===== src/rtl/hvsync_pkg.sv =====
// Shared timing constants and position type for the VGA sync generator.
// Defaults describe standard 640x480 @ 60 Hz timing.
package hvsync_pkg;

    localparam int POS_W = 10;

    localparam int H_DISPLAY_DEF = 640;
    localparam int H_FRONT_DEF   = 16;
    localparam int H_SYNC_DEF    = 96;
    localparam int H_BACK_DEF    = 48;

    localparam int V_DISPLAY_DEF = 480;
    localparam int V_BOTTOM_DEF  = 10;
    localparam int V_SYNC_DEF    = 2;
    localparam int V_TOP_DEF     = 33;

    typedef logic [POS_W-1:0] pos_t;

    // Inclusive window test used for the sync pulse decode.
    function automatic logic in_window(pos_t pos, pos_t lo, pos_t hi);
        return (pos >= lo) && (pos <= hi);
    endfunction

endpackage


===== src/rtl/hvsync_axis_counter.sv =====
// One axis of the raster scan: a wrap counter with a registered sync-window decode.
// Used once for the horizontal axis and once for the vertical axis.
module hvsync_axis_counter
    import hvsync_pkg::*;
#(
    parameter int MAX        = 799,
    parameter int SYNC_START = 656,
    parameter int SYNC_END   = 751,
    parameter int DISPLAY    = 640,
    parameter bit SYNC_POL   = 1'b0
) (
    input  logic             clk,
    input  logic             reset,
    input  logic             en_i,
    output logic [POS_W-1:0] pos_o,
    output logic             wrap_o,
    output logic             sync_o,
    output logic             active_o
);

    localparam pos_t MaxPos    = pos_t'(MAX);
    localparam pos_t SyncStart = pos_t'(SYNC_START);
    localparam pos_t SyncEnd   = pos_t'(SYNC_END);
    localparam pos_t DispPos   = pos_t'(DISPLAY);

    pos_t pos_q, pos_d;
    logic sync_q, sync_d;

    // Sync is decoded from the next position so the registered pulse lines up with pos_q.
    always_comb begin
        pos_d = pos_q;
        if (en_i) begin
            pos_d = (pos_q == MaxPos) ? '0 : pos_q + pos_t'(1);
        end
        sync_d = in_window(pos_d, SyncStart, SyncEnd) ? SYNC_POL : ~SYNC_POL;
    end

    always_ff @(posedge clk or negedge reset) begin
        if (!reset) begin
            pos_q  <= '0;
            sync_q <= ~SYNC_POL;
        end else begin
            pos_q  <= pos_d;
            sync_q <= sync_d;
        end
    end

    assign pos_o    = pos_q;
    assign wrap_o   = en_i && (pos_q == MaxPos);
    assign sync_o   = sync_q;
    assign active_o = (pos_q < DispPos);

endmodule


===== src/rtl/hvsync_generator.sv =====
// VGA horizontal/vertical sync and raster position generator.
// Define HVSYNC_PIXEL_CE_EN to add a pix_ce input that qualifies counting edges.
module hvsync_generator
    import hvsync_pkg::*;
#(
    parameter int H_DISPLAY = H_DISPLAY_DEF,
    parameter int H_FRONT   = H_FRONT_DEF,
    parameter int H_SYNC    = H_SYNC_DEF,
    parameter int H_BACK    = H_BACK_DEF,
    parameter int V_DISPLAY = V_DISPLAY_DEF,
    parameter int V_BOTTOM  = V_BOTTOM_DEF,
    parameter int V_SYNC    = V_SYNC_DEF,
    parameter int V_TOP     = V_TOP_DEF,
    parameter bit SYNC_POL  = 1'b0
) (
    input  logic             clk,
    input  logic             reset,
    output logic             hsync,
    output logic             vsync,
    output logic             display_on,
    output logic [POS_W-1:0] hpos,
    output logic [POS_W-1:0] vpos
`ifdef HVSYNC_PIXEL_CE_EN
    ,
    input  logic             pix_ce
`endif
);

    localparam int H_MAX = H_DISPLAY + H_FRONT + H_SYNC + H_BACK - 1;
    localparam int V_MAX = V_DISPLAY + V_BOTTOM + V_SYNC + V_TOP - 1;

    logic ce;
    logic hWrap;
    logic vWrap;
    logic hActive;
    logic vActive;

`ifdef HVSYNC_PIXEL_CE_EN
    assign ce = pix_ce;
`else
    assign ce = 1'b1;
`endif

    hvsync_axis_counter #(
        .MAX        (H_MAX),
        .SYNC_START (H_DISPLAY + H_FRONT),
        .SYNC_END   (H_DISPLAY + H_FRONT + H_SYNC - 1),
        .DISPLAY    (H_DISPLAY),
        .SYNC_POL   (SYNC_POL)
    ) u_h_axis (
        .clk      (clk),
        .reset    (reset),
        .en_i     (ce),
        .pos_o    (hpos),
        .wrap_o   (hWrap),
        .sync_o   (hsync),
        .active_o (hActive)
    );

    // The vertical axis only steps on the edge where the line wraps.
    hvsync_axis_counter #(
        .MAX        (V_MAX),
        .SYNC_START (V_DISPLAY + V_BOTTOM),
        .SYNC_END   (V_DISPLAY + V_BOTTOM + V_SYNC - 1),
        .DISPLAY    (V_DISPLAY),
        .SYNC_POL   (SYNC_POL)
    ) u_v_axis (
        .clk      (clk),
        .reset    (reset),
        .en_i     (hWrap),
        .pos_o    (vpos),
        .wrap_o   (vWrap),
        .sync_o   (vsync),
        .active_o (vActive)
    );

    assign display_on = hActive && vActive;

    logic unusedVWrap;
    assign unusedVWrap = vWrap;

endmodule


===== config.mk =====
export PLATFORM = sky130hd
export DESIGN_NAME = hvsync_generator
export DESIGN_NICKNAME = d
export VERILOG_FILES = /design/src/rtl/hvsync_pkg.sv /design/src/rtl/hvsync_axis_counter.sv /design/src/rtl/hvsync_generator.sv
export SDC_FILE = /design/constraint.sdc
export NUM_CORES = 1
export LEC_CHECK = 0
export BUFFER_PORTS_ARGS = -buffer_cell sky130_fd_sc_hd__clkbuf_2
export CORE_UTILIZATION = 45
export DETAILED_ROUTE_END_ITERATION = 10
export HOLD_SLACK_MARGIN = 0.08
export PLACE_DENSITY = 0.71
export SLEW_MARGIN = 20
export SYNTH_ARGS = -nofsm -noshare
export SYNTH_HDL_FRONTEND = slang
export SYNTH_HIERARCHICAL = 1
export SYNTH_SLANG_ARGS = --single-unit

===== constraint.sdc =====
create_clock -name clk -period 4.6 [get_ports clk]
set_input_delay 0.92 -clock clk [delete_from_list [all_inputs] [get_ports clk]]
set_output_delay 0.92 -clock clk [all_outputs]
set_load 0.01 [all_outputs]

==> results of run 1 <==
layout make-up:
class | count | share of cell area
sequential | 22 | 0.360
multi-input combinational | 116 | 0.496
clock buffer | 4 | 0.0236
timing repair buffer | 25 | 0.0831
inverter | 5 | 0.0122
tap | 31 | 0.0252
metrics by stage:
stage / utilization / hold slack (ps) / area (sq um) / worst slack [ps] / instances
floorplan: - / 589 / 1390 / 1770 / 153
global placement: 0.535 / 574 / 1500 / 1890 / 199
detailed placement: 0.535 / 599 / 1500 / 1770 / 199
CTS: 0.548 / 582 / 1540 / 1750 / 203
global route: 0.548 / 597 / 1540 / 1610 / 203
finish: 0.548 / 567 / 1540 / 1740 / 203
final timing paths:
path                              startpoint                end  depth (start not counted)  slack, ps
max                        u_h_axis/pos_o[5]    u_v_axis/sync_o                          9       1740
min                                    reset  u_h_axis/pos_o[7]                          1        570
max reg2reg                u_h_axis/pos_o[5]    u_v_axis/sync_o                          9       1740
min reg2reg                u_h_axis/pos_o[2]  u_h_axis/pos_o[2]                          1        620
max in group asynchronous              reset    u_h_axis/sync_o                          1       3670
min in group clk           u_h_axis/pos_o[2]  u_h_axis/pos_o[2]                          1        620
routing by layer:
layer  wire length (um)  track usage  vias to the layer above  part of all wire
li1                   -            -                      567                 -
met1               1290        0.270                      550              0.46
met2               1330        0.286                       37              0.48
met3                138       0.0249                        2             0.050
met4                 24       0.0627                        0            0.0086
met5                  0            0                        -                 0
flip-flops by register name, summed over array words and instances (netlist names):
signal and cells:
u_v_axis/pos_o 10, u_h_axis/sync_o 1, u_h_axis/pos_o 10, u_v_axis/sync_o 1
cells by family after synthesis:
family | synth area share
xor gates and xnor gates | 0.0962
DFF | 0.405
other | 0.00275
AOI/OAI and AO/OA | 0.117
adders and majority gates | 0.0275
buffers and inverters | 0.0559
and+or+nand+nor | 0.295
power by group:
group,switching [mW],internal (mW),total [mW]
logic,0.0642,0.0474,0.112
clock network,0.0609,0.0483,0.109
registers,0.0428,0.217,0.260
total,0.168,0.313,0.481
layout by cell type, fill, tap and decap left out, types with 2 or more instances in the layout:
master,n
o22ai_1,2
or3_1,3
nand3_1,7
nand2b_1,4
clkbuf_4,3
inv_1,5
nand2_1,11
and3_1,3
clkbuf_2,24
o21ai_0,6
nor2_2,2
nor3_1,3
nand4_1,6
xor2_1,5
nor4b_4,2
dfrtp_1,20
nor2_1,10
dfstp_2,2
a21oi_1,8
ha_1,3
nor4_1,2
conb_1,8
xnor2_1,10
==> metrics.csv, run 1 <==
stage,metric,value,unit
global_route,initial_antenna_violation_count,0,
power_and_ir_drop,power_density,313,mW/mm^2
die,initial_core_util,0.487,
clock_network,tritoncts,yes,
logic_synthesis,asyncSetResetFlopFracSynth,1.00,
logic_synthesis,postSynthRegisterBits,22,
final_layout,final_layout_size_suffix_gt1_frac,0.244,
placed_design,finalWeightedCongestion,0.827,
sta,worst_clock_skew,3.95,ps
placed_design,dp_hpwl,2.02,mm
die,num_io_pins,25,
setup_path,timing_worst_setup_path_type,flop to flop,
logic_synthesis,synth_warnings,6,
global_route,global_route.overflow_total,0,
detailed_routing,drt_drc_violations_left,5,
final_layout,syn_to_final_growth,12.6,%
global_route,maximum_number_of_pins_on_one_net_before_global_route_repair,23,
logic_synthesis,synth_top_cells_by_count,"dfrtp_1 (20), nand2_1 (11), nor2_1 (10), xnor2_1 (10), a21oi_1 (8)",
global_route,grt_pass1_vias,1017,
logic_synthesis,synthDistinctLibCells,45,
run_status,failed_checks,DRC,
die,die_height,57.1,um
clock_network,clock_sink_count,22,
clock_network,resized_gates_after_cts,0,
setup_path,setup.worst_path.start_class,flop,
clock_network,cts_root_buffer,clkbuf_4,
detailed_routing,route.detailed.vias_per_inst,5.69,
power_and_ir_drop,peakVddDrop,0.000220,V
setup_path,arrival,3100,ps
sta,rsz0062_at_grt,no,
setup_path,critical_path.max_fanout,13,
die,design.core.area,0.00281,sq mm
sta,timing.slew.headroom,0.638,
sta,fin_setup_tns,0,ps
setup_path,critPathTopFamily,simple AND/OR/NAND/NOR gates,
power_and_ir_drop,static-leakage-power,0.678,nW
placed_design,port_buffers,24,
sta,final-hold-violation-count,0,
setup_path,required,4840,ps
sta,finalWorstPathRequiredPeriod,2860,ps
logic_synthesis,largest_cells_by_area_after_synthesis,"dfrtp_1 (37%), xnor2_1 (6.4%), dfstp_2 (3.8%), nor4b_4 (3.5%), xor2_1 (3.2%)",
logic_synthesis,synthesis.instances,146,
detailed_routing,first_iter_violations,39,
logic_synthesis,syn_area,0.00137,sq mm
die,num_rows,19,
global_route,grt_first_pass_wirelength,4.70,mm
setup_path,cp-end-kind,flop,
clock_network,cts.htree.levels,1,
run_status,outcome,finished with violations,
logic_synthesis,syn_avg_cell_area,9.35,sq um
setup_path,cell_by_cell_listing_of_the_critical_path,nand2b_1 > or4_4 > nor2_1 > buf_4 > and3_1 > nand2_2 > nor4b_4 > nor2_2 > or4_1,
setup_path,cp_num_buf_inv,1,
die,die_area,0.00326,sq mm
logic_synthesis,post-synth-top-count-cell,dfrtp_1,
final_layout,num-fill-cells,267,
logic_synthesis,post_synth_edffs,0,
sta,finalMaxSlewViolations,0,
logic_synthesis,synth-main-ff-cell,dfrtp_1,
hold_path,hp_class,input pin to asynchronous set/reset pin,
global_route,global_route.usage.total,0.186,
logic_synthesis,proportion_of_netlist_area_held_by_the_largest_area_contributor,0.367,
detailed_routing,firstDrtPassIters,7,
clock_network,cts_buffer_count,3,
sta,timing.fmax,350,MHz
power_and_ir_drop,total_power,481,uW
clock_network,postCtsSetupRepairBufs,0,
clock_network,ctsHoldBuffers,0,
sta,report.final.setup_viol,0,
clock_network,cts.clk_slew.worst_paths,130,ps
clock_network,clock_tree.buffer_depth,2,
final_layout,antenna-diode-count,0,
run,max_cap_viol_count,0,
final_layout,finish.net_count,178,
sta,finalCritPeriodShare,0.621,
sta,worst-slew-pin-transition,543,ps
final_layout,seq_area,553,sq um
die,dieWidth,57.1,um
detailed_routing,postRouteWirelength,2.78,mm
detailed_routing,detailroute.via_count,1156,
final_layout,combined_area_of_the_multi_input_logic_cells,762,sq um
setup_path,critPathMaxStageDelay,520,ps
setup_path,slowest_stage,or4_1,
detailed_routing,route.detailed.wl_per_inst,13.7,um
detailed_routing,ant_nets,0,
logic_synthesis,part_of_the_yosys_area_used_for_sequential_elements,0.405,
logic_synthesis,library_cell_with_the_largest_summed_area_after_synthesis,dfrtp_1,
clock_network,clkLatencyLatePin,310,ps
No activity file was read; power rests on OpenSTA's default activity.
==> run 2: changes to the inputs <==
--- a/config.mk
+++ b/config.mk
@@ -9,7 +9,7 @@
 export CORE_UTILIZATION = 45
 export DETAILED_ROUTE_END_ITERATION = 10
 export HOLD_SLACK_MARGIN = 0.08
-export PLACE_DENSITY = 0.71
+export PLACE_DENSITY = 0.73
 export SLEW_MARGIN = 20
 export SYNTH_ARGS = -nofsm -noshare
 export SYNTH_HDL_FRONTEND = slang
==> constraint.sdc (replaced) <==
create_clock -name clk -period 2.6 [get_ports clk]
set_input_delay 0.52 -clock clk [delete_from_list [all_inputs] [get_ports clk]]
set_output_delay 0.52 -clock clk [all_outputs]
set_load 0.01 [all_outputs]
==> metrics.csv, run 2 (synthesized netlist as in run 1, its figures left out) <==
stage,metric,value,unit
global_route,global_route.usage.total,0.193,
final_layout,combined_area_of_the_multi_input_logic_cells,777,sq um
placed_design,dp_hpwl,2.08,mm
setup_path,setup.worst_path.start_class,flop,
clock_network,cts_root_buffer,clkbuf_4,
die,initial_core_util,0.487,
sta,rsz0062_at_grt,no,
placed_design,port_buffers,24,
setup_path,cp-end-kind,flop,
global_route,initial_antenna_violation_count,0,
sta,timing.slew.headroom,0.633,
detailed_routing,detailed_routed_wire_length_on_met2,1.36,mm
sta,fin_setup_tns,0,ps
run_status,outcome,finished with violations,
final_layout,num-fill-cells,253,
final_layout,syn_to_final_growth,20.3,%
setup_path,critical_path_depth,8,
clock_network,ctsHoldBuffers,0,
sta,finalCritPeriodShare,0.947,
die,die_height,57.1,um
setup_path,required,2840,ps
die,die_area,0.00326,sq mm
sta,timing.fmax,406,MHz
sta,finalWorstPathRequiredPeriod,2460,ps
final_layout,final_instance_count_excl_fillers,215,
global_route,maximum_number_of_pins_on_one_net_before_global_route_repair,23,
detailed_routing,wl_met3,98,um
die,num_io_pins,25,
detailed_routing,detailroute.via_count,1171,
setup_path,critical_path.max_fanout,6,
detailed_routing,drt_drc_violations_left,2,
clock_network,clock_sink_count,22,
clock_network,clkLatencyLatePin,310,ps
power_and_ir_drop,static-leakage-power,0.738,nW
detailed_routing,first_iter_violations,33,
die,num_rows,19,
detailed_routing,met1Wirelength,1.50,mm
detailed_routing,postRouteWirelength,2.98,mm
detailed_routing,firstDrtPassIters,7,
final_layout,fin_area,0.00164,sq mm
clock_network,tritoncts,yes,
setup_path,arrival,2700,ps
final_layout,antenna-diode-count,0,
setup_path,timing_worst_setup_path_type,flop to flop,
setup_path,slowest_stage,or4_1,
die,dieWidth,57.1,um
run,max_cap_viol_count,0,
global_route,global_route.overflow_total,0,
sta,worst-slew-pin-transition,550,ps
sta,finalMaxSlewViolations,0,
setup_path,cell_by_cell_listing_of_the_critical_path,nand2b_1 > or4_4 > nor2_4 > nand4_1 > nor2_2 > xor2_1 > nand3_1 > or4_1,
detailed_routing,route.detailed.vias_per_inst,5.45,
detailed_routing,route.detailed.wl_per_inst,13.8,um
final_layout,seq_area,554,sq um
clock_network,cts.clk_slew.worst_paths,130,ps
final_layout,finish.net_count,190,
die,design.core.area,0.00281,sq mm
sta,worst_clock_skew,2.12,ps
final_layout,mostFrequentLayoutCell,clkbuf_2,
placed_design,placed_cell_area,0.00155,sq mm
detailed_routing,highest-signal-layer,met4,
global_route,grt_first_pass_wirelength,4.97,mm
setup_path,critPathMaxStageDelay,530,ps
setup_path,cell_count_of_the_worst_reg_to_reg_path,8,
hold_path,hp_class,input pin to asynchronous set/reset pin,
sta,final-hold-violation-count,0,
power_and_ir_drop,power_density,532,mW/mm^2
power_and_ir_drop,peakVddDrop,0.000278,V
detailed_routing,ant_nets,0,
clock_network,clock_tree.buffer_depth,2,
run_status,failed_checks,DRC,
final_layout,final_layout_size_suffix_gt1_frac,0.315,
setup_path,cp_num_buf_inv,0,
placed_design,finalWeightedCongestion,0.853,
setup_path,critPathTopFamily,simple AND/OR/NAND/NOR gates,
placed_design,placed_cells,204,
sta,report.final.setup_viol,0,
clock_network,cts.htree.levels,1,
final_layout,most_frequent_cells_in_the_layout,"clkbuf_2 (24), dfrtp_1 (19), buf_4 (13)",
clock_network,cts_buffer_count,3,
global_route,grt_pass1_vias,1075,
==> run 2: final timing paths <==
check | start | to | slack (ps)
max reg2reg | u_h_axis/pos_o[5] | u_v_axis/sync_o | 140
min reg2reg | u_h_axis/pos_o[2] | u_h_axis/pos_o[2] | 590
max in group asynchronous | reset | u_h_axis/pos_o[5] | 2040
max | u_h_axis/pos_o[5] | u_v_axis/sync_o | 140
min in group clk | u_h_axis/pos_o[2] | u_h_axis/pos_o[2] | 590
min | reset | u_h_axis/pos_o[6] | 170
==> run 2: stage by stage <==
| stage | hold slack (ps) | total power, mW | setup WS [ps] | util |
|---|---|---|---|---|
| 4_1_cts | 180 | 0.883 | 48.3 | 0.566 |
| 2_1_floorplan | 224 | 0.587 | 79.6 | - |
| 6_report | 168 | 0.873 | 137 | 0.586 |
| 3_3_place_gp | 533 | 0.674 | 178 | 0.553 |
| 5_1_grt | 206 | 0.928 | 15.3 | 0.586 |
| 3_5_place_dp | 539 | 0.685 | 70.6 | 0.553 |
==> run 2: cell type report <==
cell class	instances	share of cell area
inverters	5	0.0114
clock buffers	4	0.0221
multi-input cells	116	0.473
repair buffers	37	0.133
well taps	31	0.0236
flip-flops and latches	22	0.337
==> run 2: repair_timing <==
action	CTS	global route
buffers inserted	0	7
setup endpoints to repair	0	1
hold endpoints to repair	0	0
gates resized for setup	0	1
==> run 2: layer usage <==
metal  GRT usage  vias to the layer above
li1            -                      584
met1       0.272                      560
met2       0.311                       25
met3      0.0227                        2
met4      0.0627                        0
met5           0                        -
==> run 2: worst register-to-register path, stage by stage (launching register included) <==
cell and delay, ps:
dfrtp_2 420, nand2b_1 170, or4_4 480, nor2_4 200
nand4_1 150, nor2_2 160, xor2_1 210, nand3_1 90
or4_1 530
==> run 2: power by group <==
group          switching [mW]  internal [mW]  total, mW  leakage, nW
Sequential             0.0539          0.386      0.440        0.287
Clock                   0.108         0.0855      0.194       0.0210
Combinational           0.141         0.0985      0.239        0.430
==> run 3: changes to the inputs <==
--- a/config.mk
+++ b/config.mk
@@ -6,6 +6,7 @@
 export NUM_CORES = 1
 export LEC_CHECK = 0
 export BUFFER_PORTS_ARGS = -buffer_cell sky130_fd_sc_hd__clkbuf_2
+export CORE_ASPECT_RATIO = 1.4
 export CORE_UTILIZATION = 45
 export DETAILED_ROUTE_END_ITERATION = 10
 export HOLD_SLACK_MARGIN = 0.08
==> metrics.csv, run 3 (synthesized netlist as in run 1, its figures left out) <==
stage,metric,value,unit
run_status,outcome,completed,
final_layout,final_layout_size_suffix_gt1_frac,0.317,
detailed_routing,route.detailed.wl_per_inst,13.4,um
setup_path,arrival,2680,ps
hold_path,hp_class,input pin to asynchronous set/reset pin,
die,num_rows,23,
detailed_routing,ant_nets,0,
die,design.core.area,0.00288,sq mm
detailed_routing,first_iter_violations,51,
sta,fin_setup_tns,0,ps
clock_network,ctsHoldBuffers,0,
global_route,maximum_number_of_pins_on_one_net_before_global_route_repair,23,
sta,final-hold-violation-count,0,
die,die_area,0.00326,sq mm
clock_network,clkLatencyLatePin,250,ps
setup_path,timing_worst_setup_path_type,flop to flop,
global_route,global_route.overflow_total,0,
global_route,global_route.usage.total,0.195,
setup_path,required,2760,ps
die,initial_core_util,0.474,
setup_path,cell_count_of_the_worst_reg_to_reg_path,8,
clock_network,cts.htree.levels,1,
clock_network,clock_tree.buffer_depth,2,
placed_design,placed_cell_area,0.00156,sq mm
final_layout,finish.net_count,189,
die,num_io_pins,25,
placed_design,port_buffers,24,
final_layout,mostFrequentLayoutCell,clkbuf_2,
clock_network,cts_buffer_count,3,
detailed_routing,detailroute.via_count,1203,
sta,finalCritPeriodShare,0.968,
placed_design,finalWeightedCongestion,0.847,
setup_path,critical_path.max_fanout,7,
global_route,initial_antenna_violation_count,0,
sta,worst-slew-pin-transition,545,ps
power_and_ir_drop,static-leakage-power,0.733,nW
power_and_ir_drop,peakVddDrop,0.000382,V
sta,finalWorstPathRequiredPeriod,2520,ps
final_layout,fin_area,0.00166,sq mm
sta,layout_setup_ws,83.1,ps
sta,finalMaxSlewViolations,0,
placed_design,dp_hpwl,2.15,mm
setup_path,cp-end-kind,flop,
setup_path,reg2reg_to,u_v_axis/sync_o,
setup_path,setup.worst_path.start_class,flop,
setup_path,worst_r2r_startpoint,u_h_axis/pos_o[5],
setup_path,worst-r2r-setup-slack,80,ps
global_route,grt_first_pass_wirelength,4.97,mm
sta,timing.slew.headroom,0.637,
clock_network,tritoncts,yes,
sta,timing.fmax,397,MHz
detailed_routing,route.detailed.vias_per_inst,5.47,
detailed_routing,drt_drc_violations_left,0,
clock_network,clock_sink_count,22,
clock_network,cts_root_buffer,clkbuf_8,
detailed_routing,postRouteWirelength,2.95,mm
power_and_ir_drop,power_density,536,mW/mm^2
placed_design,worst_slack_placed,73.9,ps
sta,worst_clock_skew,7.70,ps
die,dieWidth,48.6,um
final_layout,syn_to_final_growth,21.6,%
die,die_height,67.2,um
sta,report.final.setup_viol,0,
power_and_ir_drop,total_power,889,uW
run,max_cap_viol_count,0,
global_route,grt_pass1_vias,1144,
final_layout,most_frequent_cells_in_the_layout,"clkbuf_2 (24), dfrtp_1 (18), buf_4 (12)",
detailed_routing,firstDrtPassIters,4,
final_layout,antenna-diode-count,0,
clock_network,cts.clk_slew.worst_paths,80,ps
==> run 3: per-layer routing <==
metal,global-route usage,up-vias,part of all wire,routed length (um)
met4,0.0882,0,0.0064,19
li1,-,584,-,-
met2,0.363,33,0.52,1540
met3,0.0203,2,0.030,88
met1,0.229,584,0.44,1300
met5,0,-,0,0
==> run 3: area by class of cell <==
type / count / area (sq um)
multi-input combinational: 116 / 785
timing repair buffer: 36 / 210
tap: 37 / 46.3
sequential: 22 / 556
clock buffer: 4 / 45.0
inverter: 5 / 18.8
fill: 267 / 1220
==> run 3: where the power goes <==
part	switching, mW	internal [mW]	leakage (nW)
logic	0.141	0.0976	0.424
clock network	0.100	0.109	0.0228
registers	0.0537	0.388	0.286
==> run 3: worst max path at each step <==
stage                       from              end  slack, ps  depth (start not counted)
2_1_floorplan  u_h_axis/pos_o[7]  u_v_axis/sync_o         80                          9
3_3_place_gp   u_h_axis/pos_o[9]  u_v_axis/sync_o        210                          8
3_5_place_dp   u_h_axis/pos_o[9]  u_v_axis/sync_o         70                          8
4_1_cts        u_h_axis/pos_o[9]  u_v_axis/sync_o         50                          8
5_1_grt        u_h_axis/pos_o[5]  u_v_axis/sync_o         -9                          8
6_report       u_h_axis/pos_o[5]  u_v_axis/sync_o         80                          8
==> run 3: stage by stage <==
step / hold WS [ps] / std cells / utilization
finish: 231 / 220 / 0.577
global route: 256 / 220 / 0.577
CTS: 248 / 214 / 0.557
detailed placement: 532 / 210 / 0.542
global placement: 534 / 210 / 0.542
floorplan: 224 / 153 / -
==> run 3: timing repair <==
item / in CTS / in global routing
setup buffers: 0 / 6
endpoints found under the setup margin: 0 / 1
gates resized for setup: 0 / 3
==> run 3: critical path: stages (launching register included) <==
cell	delay, ps
dfrtp_2	400
nand2b_1	170
or4_4	480
nor2_4	200
and3_4	240
nand2_2	60
nor4b_4	280
nor2_2	60
or4_1	530
